## config.mk

```make
export PLATFORM = sky130hd
export DESIGN_NAME = upstream_packetizer
export DESIGN_NICKNAME = d
export VERILOG_FILES = /design/src/rtl/upstream_packetizer_pkg.sv /design/src/rtl/upstream_packetizer_fifo.sv /design/src/rtl/upstream_packetizer.sv
export SDC_FILE = /design/constraint.sdc
export NUM_CORES = 1
export LEC_CHECK = 0
export BUFFER_PORTS_ARGS = -buffer_cell sky130_fd_sc_hd__clkbuf_2
export CAP_MARGIN = 20
export CORE_MARGIN = 2
export CORE_UTILIZATION = 60
export DETAILED_ROUTE_END_ITERATION = 7
export PLACE_DENSITY_LB_ADDON = 0.2
export SYNTH_ARGS = -nofsm -noshare
export SYNTH_HDL_FRONTEND = slang
export SYNTH_SLANG_ARGS = --single-unit
```

## constraint.sdc

```tcl
create_clock -name clk_user -period 6.5 [get_ports clk_user]
set_input_delay 0.325 -clock clk_user [delete_from_list [all_inputs] [get_ports clk_user]]
set_output_delay 0.325 -clock clk_user [all_outputs]
set_load 0.005 [all_outputs]
```

## src/rtl/upstream_packetizer_pkg.sv

```systemverilog
// Shared constants for the upstream packetizer: packet field layout, FSM state
// encodings and the credit counter width.
`timescale 1ns/1ps
package upstream_packetizer_pkg;

    localparam int unsigned PKT_PAYLOAD_LSB = 0;
    localparam int unsigned PKT_PAYLOAD_W   = 32;
    localparam int unsigned PKT_ADDR_LSB    = 32;
    localparam int unsigned PKT_ADDR_W      = 7;
    localparam int unsigned PKT_PORT_LSB    = 39;
    localparam int unsigned PKT_PORT_W      = 4;
    localparam int unsigned PKT_LEAF_LSB    = 43;
    localparam int unsigned PKT_LEAF_W      = 5;
    localparam int unsigned PKT_VALID_BIT   = 48;
    localparam int unsigned PKT_W           = PKT_VALID_BIT + 1;

    // One extra bit so the full receiver buffer (2^addr) is representable.
    localparam int unsigned CREDIT_W = PKT_ADDR_W + 1;

    localparam int unsigned STATE_W = 2;
    localparam logic [STATE_W-1:0] ST_UNCFG  = 2'd0;
    localparam logic [STATE_W-1:0] ST_IDLE   = 2'd1;
    localparam logic [STATE_W-1:0] ST_SEND   = 2'd2;
    localparam logic [STATE_W-1:0] ST_CRWAIT = 2'd3;

    typedef struct packed {
        logic                     valid;
        logic [PKT_LEAF_W-1:0]    leaf;
        logic [PKT_PORT_W-1:0]    port;
        logic [PKT_ADDR_W-1:0]    addr;
        logic [PKT_PAYLOAD_W-1:0] payload;
    } pkt_t;

endpackage

```

## src/rtl/upstream_packetizer_fifo.sv

```systemverilog
// Small synchronous FIFO with occupancy count; head word is visible combinationally.
`timescale 1ns/1ps
module sync_fifo #(
    parameter int unsigned WIDTH = 32,
    parameter int unsigned DEPTH = 4,
    parameter int unsigned CNT_W = $clog2(DEPTH + 1)
) (
    input  logic             clk,
    input  logic             rst_n,
    input  logic             wr_en,
    input  logic [WIDTH-1:0] wr_data,
    input  logic             rd_en,
    output logic [WIDTH-1:0] rd_data_c,
    output logic             full_c,
    output logic             empty_c,
    output logic [CNT_W-1:0] count_c
);

    localparam int unsigned PTR_W = (DEPTH > 1) ? $clog2(DEPTH) : 1;

    logic [WIDTH-1:0] mem [DEPTH];
    logic [PTR_W-1:0] wr_ptr_q;
    logic [PTR_W-1:0] rd_ptr_q;
    logic [CNT_W-1:0] count_q;

    function automatic logic [PTR_W-1:0] ptr_inc(input logic [PTR_W-1:0] p);
        return (p == PTR_W'(DEPTH - 1)) ? '0 : p + 1'b1;
    endfunction

    always_ff @(posedge clk) begin
        if (wr_en) mem[wr_ptr_q] <= wr_data;
    end

    // A write and a read on an empty FIFO pass straight through: both pointers advance.
    always_ff @(posedge clk or negedge rst_n) begin
        if (!rst_n) begin
            wr_ptr_q <= '0;
            rd_ptr_q <= '0;
            count_q  <= '0;
        end else begin
            if (wr_en) wr_ptr_q <= ptr_inc(wr_ptr_q);
            if (rd_en) rd_ptr_q <= ptr_inc(rd_ptr_q);
            count_q <= count_q + CNT_W'(wr_en) - CNT_W'(rd_en);
        end
    end

    assign rd_data_c = mem[rd_ptr_q];
    assign full_c    = (count_q == CNT_W'(DEPTH));
    assign empty_c   = (count_q == '0);
    assign count_c   = count_q;

endmodule

```

## src/rtl/upstream_packetizer.sv

```systemverilog
// Packs user words into BFT packets with destination, slot address and
// credit-based flow control toward the receiver buffer.
`timescale 1ns/1ps
module upstream_packetizer
    import upstream_packetizer_pkg::*;
#(
    parameter int unsigned PACKET_BITS           = 49,
    parameter int unsigned PAYLOAD_BITS          = 32,
    parameter int unsigned NUM_LEAF_BITS         = 5,
    parameter int unsigned NUM_PORT_BITS         = 4,
    parameter int unsigned NUM_ADDR_BITS         = 7,
    parameter int unsigned FREESPACE_UPDATE_SIZE = 64,
    parameter int unsigned FIFO_DEPTH            = 4
) (
    input  logic                     clk_user,
    input  logic                     reset,
    input  logic [PAYLOAD_BITS-1:0]  din_leaf_user2interface,
    input  logic                     vld_user2interface,
    output logic                     ack_interface2user,
    input  logic                     cfg_vld,
    input  logic [NUM_LEAF_BITS-1:0] cfg_dst_leaf,
    input  logic [NUM_PORT_BITS-1:0] cfg_dst_port,
    input  logic                     freespace_upd,
    output logic [PACKET_BITS-1:0]   dout_leaf_interface2bft,
    input  logic                     pkt_grant,
    output logic [NUM_ADDR_BITS:0]   credits,
    output logic                     credit_err
);

    localparam int unsigned CRED_W     = NUM_ADDR_BITS + 1;
    localparam int unsigned SUM_W      = CRED_W + 1;
    localparam int unsigned FIFO_CNT_W = $clog2(FIFO_DEPTH + 1);
    localparam logic [CRED_W-1:0] CRED_MAX = {1'b1, {NUM_ADDR_BITS{1'b0}}};

    logic [STATE_W-1:0]       state_q,      state_d;
    logic [NUM_LEAF_BITS-1:0] dst_leaf_q,   dst_leaf_d;
    logic [NUM_PORT_BITS-1:0] dst_port_q,   dst_port_d;
    logic                     pkt_valid_q,  pkt_valid_d;
    logic [NUM_LEAF_BITS-1:0] pkt_leaf_q,   pkt_leaf_d;
    logic [NUM_PORT_BITS-1:0] pkt_port_q,   pkt_port_d;
    logic [NUM_ADDR_BITS-1:0] pkt_addr_q,   pkt_addr_d;
    logic [PAYLOAD_BITS-1:0]  pkt_data_q,   pkt_data_d;
    logic [NUM_ADDR_BITS-1:0] addr_cnt_q,   addr_cnt_d;
    logic [CRED_W-1:0]        credits_q,    credits_d;
    logic                     credit_err_q, credit_err_d;

    logic                    fifo_full_c;
    logic                    fifo_empty_c;
    logic [PAYLOAD_BITS-1:0] fifo_head_c;
    logic [FIFO_CNT_W-1:0]   fifo_count_c;
    logic [FIFO_CNT_W-1:0]   fifo_level_c;
    logic                    accept_c;
    logic                    avail_c;
    logic                    load_c;
    logic [PAYLOAD_BITS-1:0] load_word_c;
    logic [SUM_W-1:0]        cred_sum_c;

    sync_fifo #(
        .WIDTH (PAYLOAD_BITS),
        .DEPTH (FIFO_DEPTH),
        .CNT_W (FIFO_CNT_W)
    ) u_fifo (
        .clk       (clk_user),
        .rst_n     (reset),
        .wr_en     (accept_c),
        .wr_data   (din_leaf_user2interface),
        .rd_en     (load_c),
        .rd_data_c (fifo_head_c),
        .full_c    (fifo_full_c),
        .empty_c   (fifo_empty_c),
        .count_c   (fifo_count_c)
    );

    // Ack depends only on registered state, so it reflects the pre-read full condition.
    assign ack_interface2user = (state_q != ST_UNCFG) && !fifo_full_c;
    assign accept_c    = vld_user2interface && ack_interface2user;
    // An empty FIFO forwards the word being accepted so the packet shows up one cycle later.
    assign avail_c     = !fifo_empty_c || accept_c;
    assign load_word_c = fifo_empty_c ? din_leaf_user2interface : fifo_head_c;
    assign load_c      = avail_c && (credits_q != '0) && (!pkt_valid_q || pkt_grant);
    assign cred_sum_c  = SUM_W'(credits_q)
                       + (freespace_upd ? SUM_W'(FREESPACE_UPDATE_SIZE) : SUM_W'(0))
                       - SUM_W'(load_c);
    assign fifo_level_c = fifo_count_c + FIFO_CNT_W'(accept_c) - FIFO_CNT_W'(load_c);

    always_ff @(posedge clk_user or negedge reset) begin
        if (!reset) begin
            state_q      <= ST_UNCFG;
            dst_leaf_q   <= '0;
            dst_port_q   <= '0;
            pkt_valid_q  <= 1'b0;
            pkt_leaf_q   <= '0;
            pkt_port_q   <= '0;
            pkt_addr_q   <= '0;
            pkt_data_q   <= '0;
            addr_cnt_q   <= '0;
            credits_q    <= CRED_MAX;
            credit_err_q <= 1'b0;
        end else begin
            state_q      <= state_d;
            dst_leaf_q   <= dst_leaf_d;
            dst_port_q   <= dst_port_d;
            pkt_valid_q  <= pkt_valid_d;
            pkt_leaf_q   <= pkt_leaf_d;
            pkt_port_q   <= pkt_port_d;
            pkt_addr_q   <= pkt_addr_d;
            pkt_data_q   <= pkt_data_d;
            addr_cnt_q   <= addr_cnt_d;
            credits_q    <= credits_d;
            credit_err_q <= credit_err_d;
        end
    end

    always_comb begin
        state_d      = state_q;
        dst_leaf_d   = dst_leaf_q;
        dst_port_d   = dst_port_q;
        pkt_valid_d  = pkt_valid_q;
        pkt_leaf_d   = pkt_leaf_q;
        pkt_port_d   = pkt_port_q;
        pkt_addr_d   = pkt_addr_q;
        pkt_data_d   = pkt_data_q;
        addr_cnt_d   = addr_cnt_q;
        credits_d    = credits_q;
        credit_err_d = credit_err_q;

        // New destination only affects packets loaded after this cycle.
        if (cfg_vld) begin
            dst_leaf_d = cfg_dst_leaf;
            dst_port_d = cfg_dst_port;
        end

        if (load_c) begin
            pkt_valid_d = 1'b1;
            pkt_leaf_d  = dst_leaf_q;
            pkt_port_d  = dst_port_q;
            pkt_addr_d  = addr_cnt_q;
            pkt_data_d  = load_word_c;
            addr_cnt_d  = addr_cnt_q + 1'b1;
        end else if (pkt_grant) begin
            pkt_valid_d = 1'b0;
        end

        if (cred_sum_c > SUM_W'(CRED_MAX)) begin
            credits_d    = CRED_MAX;
            credit_err_d = 1'b1;
        end else begin
            credits_d = cred_sum_c[CRED_W-1:0];
        end

        case (state_q)
            ST_UNCFG: begin
                if (cfg_vld) state_d = ST_IDLE;
            end
            default: begin
                if (pkt_valid_d)                                state_d = ST_SEND;
                else if (fifo_level_c != '0 && credits_d == '0) state_d = ST_CRWAIT;
                else                                            state_d = ST_IDLE;
            end
        endcase
    end

    assign dout_leaf_interface2bft = PACKET_BITS'({pkt_valid_q, pkt_leaf_q, pkt_port_q,
                                                   pkt_addr_q, pkt_data_q});
    assign credits    = credits_q;
    assign credit_err = credit_err_q;

endmodule

```

==> flow_metrics.py <==
metrics = {
    "power_and_ir_drop": {
        "p_leak_nw": 4.29,
        "pwr-share-seq": 0.411,
        "switching_share": 0.325,
        "power.internal_mw": 3.40,
        "clkPwrFrac": 0.267,
        "ir_drop_mv": 0.282,
        "power_density_mw_per_mm2": 497,
        "power_frac_comb": 0.322,
        "switching_power_mw": 1.64,
    },
    "critical_path": {
        "cp_cell_sequence": "nor4_1 -> nand3_1 -> nand3_4 -> inv_1 -> ha_1 -> inv_1 -> ha_1 -> inv_1 -> fa_1 -> or3b_4 -> a21o_1 -> a211oi_2 -> o21ai_2 -> o41ai_2",
        "cp_top_family": "simple AND/OR/NAND/NOR gates",
        "critPathCaptureType": "register",
        "cp_max_fo": 22,
        "required_ns": 6.89,
        "critPathBufInv": 3,
        "crit_type": "register to register",
        "crit_slowest_cell": "dfrtp_1",
        "slowest_delay_ns": 0.42,
        "startpoint_type": "register",
        "crit_arrival_ns": 4.22,
        "r2r_slack_ns": 2.67,
        "crit_top_cell": "inv_1",
    },
    "placed_design": {
        "port_buffers": 105,
        "gp_congestion": 0.925,
        "dpl.hpwl_mm": 10.3,
        "placedCellCount": 830,
        "pre_cts_ws_ns": 2.72,
    },
    "clock_network": {
        "clock_path_buffers": 3,
        "cts_tree": "yes",
        "cts_htree_levels": 1,
        "numClockSinks": 211,
        "cts_made_buffers": 22,
        "clk_pin_slew_ns": 0.06,
        "cts-resized-gates": 0,
        "cts_root_buf": "clkbuf_16",
        "clk_latency_ns": 0.49,
    },
    "cells_and_area": {
        "finalNetCount": 743,
        "fin_cells": 870,
        "antenna_cells": 0,
        "drive_above_1_share": 0.296,
        "syn2layout_area_growth_pct": 17.4,
    },
    "logic_synthesis": {
        "syn_inst": 567,
        "synthXorXnorAreaFrac": 0.0111,
        "yosysWarnings": 0,
        "netlist_area_mm2": 0.00864,
        "synth_top_family_by_area": "multiplexers",
        "ys_seq_area_frac": 0.685,
        "ys.flop_type": "edfxtp_1",
        "yosys.area.top_type": "edfxtp_1",
        "synthAdderAreaFrac": 0.0321,
        "synthMuxAreaShare": 0.135,
        "synthesis.nets": 635,
        "synthTopCellsByArea": "edfxtp_1, dfrtp_1, mux4_2",
        "async_flop_share": 0.393,
        "synth_cell_type_count": 44,
        "yosysMostFrequentCell": "edfxtp_1",
        "synthSimpleGateAreaFrac": 0.0663,
        "synth.top_cells.by_count": "edfxtp_1, nand2_1, dfrtp_1, o21ai_0, mux2i_1",
        "synth_area_per_cell_um2": 15.2,
        "netlist.area_leader.share": 0.445,
        "ys_ff_latch": 211,
        "synth_compound_area_frac": 0.0460,
        "synth_edf_count": 128,
    },
    "timing": {
        "fin_crit_sh": 0.590,
        "clock.fmax_mhz": 261,
        "worst_hold_slack_ns": 0.0645,
        "tns_ns": 0,
        "timing.slew.headroom": 0.364,
        "setup_violations": 0,
        "fin_crit_ns": 3.83,
        "worst_slew_pin_slew_ns": 0.954,
        "rsz0062_at_grt": "false",
        "slew_violations": 0,
        "report.final.hold_viol_count": 0,
        "clock_skew_ns": 0.00984,
        "worst_slack_ns": 2.67,
    },
    "run": {
        "maxCapViolations": 0,
    },
    "route": {
        "dr.first_iter.drc_count": 419,
        "routedWlPerCell_um": 19.2,
        "firstDrtPassIters": 5,
        "drt_wl_total_mm": 16.7,
        "ant_nets": 0,
        "drt_drc_violations_left": 0,
        "vias": 5036,
        "via_per_inst": 5.79,
    },
    "die": {
        "num_io_pins": 106,
        "dieArea_mm2": 0.0154,
        "core_area_mm2": 0.0140,
        "rows": 43,
        "initial_utilization": 0.618,
        "die_h_um": 124,
        "dieWidth_um": 124,
    },
    "global_route": {
        "grt_use_total": 0.225,
        "grt_max_degree": 89,
        "antenna_found_initial": 0,
        "grt_pass1_vias": 5013,
        "grt-ovfl-total": 0,
        "grt_pass1_wl_mm": 26.3,
    },
    "hold_path": {
        "hold_path.class": "input pin to register",
    },
    "outcome": {
        "outcome": "completed",
    },
}
flip-flops by register name, summed over array words and instances (netlist names), 4 cells and up:
| signal | count |
|---|---|
| addr_cnt_q | 7 |
| credits | 8 |
| dst_leaf_q | 5 |
| dst_port_q | 4 |
| pkt_addr_q | 7 |
| pkt_data_q | 32 |
| pkt_leaf_q | 5 |
| pkt_port_q | 4 |
| u_fifo.mem | 128 |
metal layers:
layer / part of all wire / global-route usage / up-vias
met5: 0 / 0 / -
met4: 0.015 / 0.0506 / 0
met3: 0.061 / 0.0408 / 21
met2: 0.49 / 0.368 / 168
met1: 0.43 / 0.322 / 2552
li1: - / - / 2295
power groups by stage:
stage	Clock (mW)	Combinational (mW)	Sequential, mW
global route	1.42	1.82	2.12
global placement	0	1.58	2.07
floorplan	0	1.19	2.00
CTS	1.36	1.64	2.08
detailed placement	0	1.62	2.10
finish	1.34	1.63	2.07
logic make-up after synthesis:
group,Yosys count
AO/OA/AOI/OAI,64
XOR/XNOR,11
adder cells (fa/ha/maj),21
buffers and inverters,53
flip-flops,211
multiplexers,75
AND/OR/NAND/NOR,132
placed cells by master (no fill, tap or decap), drive strengths merged, types with 2 or more instances in the layout:
cell type,Yosys,routed
clkbuf,14,132
edfxtp,128,128
nand2,90,90
dfrtp,82,82
o21ai,39,39
mux2i,33,33
mux4,32,32
inv,27,28
ha,19,19
nor2,11,11
mux2,10,10
xnor2,10,10
a21oi,8,8
a21o,6,6
clkinv,0,6
nor3,5,5
buf,12,5
and2,5,5
nand4,4,4
nand3,4,4
bufinv,0,3
nand2b,2,2
nor4,2,2
nor3b,2,2
nor2b,2,2
fa,2,2
a211oi,2,2
or3b,2,2
or3,2,2
stage by stage:
stage	utilization	cell area, µm²	power (mW)
2_1_floorplan	-	8640	3.18
4_1_cts	0.725	10100	5.08
6_report	0.725	10100	5.04
3_3_place_gp	0.667	9340	3.65
3_5_place_dp	0.667	9340	3.73
5_1_grt	0.725	10100	5.36
what timing repair did:
item,4_1_cts,5_1_grt
setup endpoints to repair,0,0
hold buffers,1,0
endpoints found under the hold margin,24,0
setup buffers,0,0
cell type report:
cell class	count	area, µm²
clock buffer	28	667
inverter	27	101
multi-input combinational	303	2530
tap	180	225
sequential	211	5920
clock inverter	11	134
timing repair buffer	110	568
fill	905	3840
worst paths after layout:
path | startpoint | to | cells past startpoint
max in group asynchronous | reset | u_fifo.rd_ptr_q[0] | 3
hold reg to reg | dst_leaf_q[4] | pkt_leaf_q[4] | 2
setup / recovery | credits[1] | state_q[1] | 14
setup reg to reg | credits[1] | state_q[1] | 14
hold / removal | din_leaf_user2interface[22] | u_fifo.mem[2][22] | 1
min in group asynchronous | reset | credits[6] | 2
(Power assumes the default switching activity.)
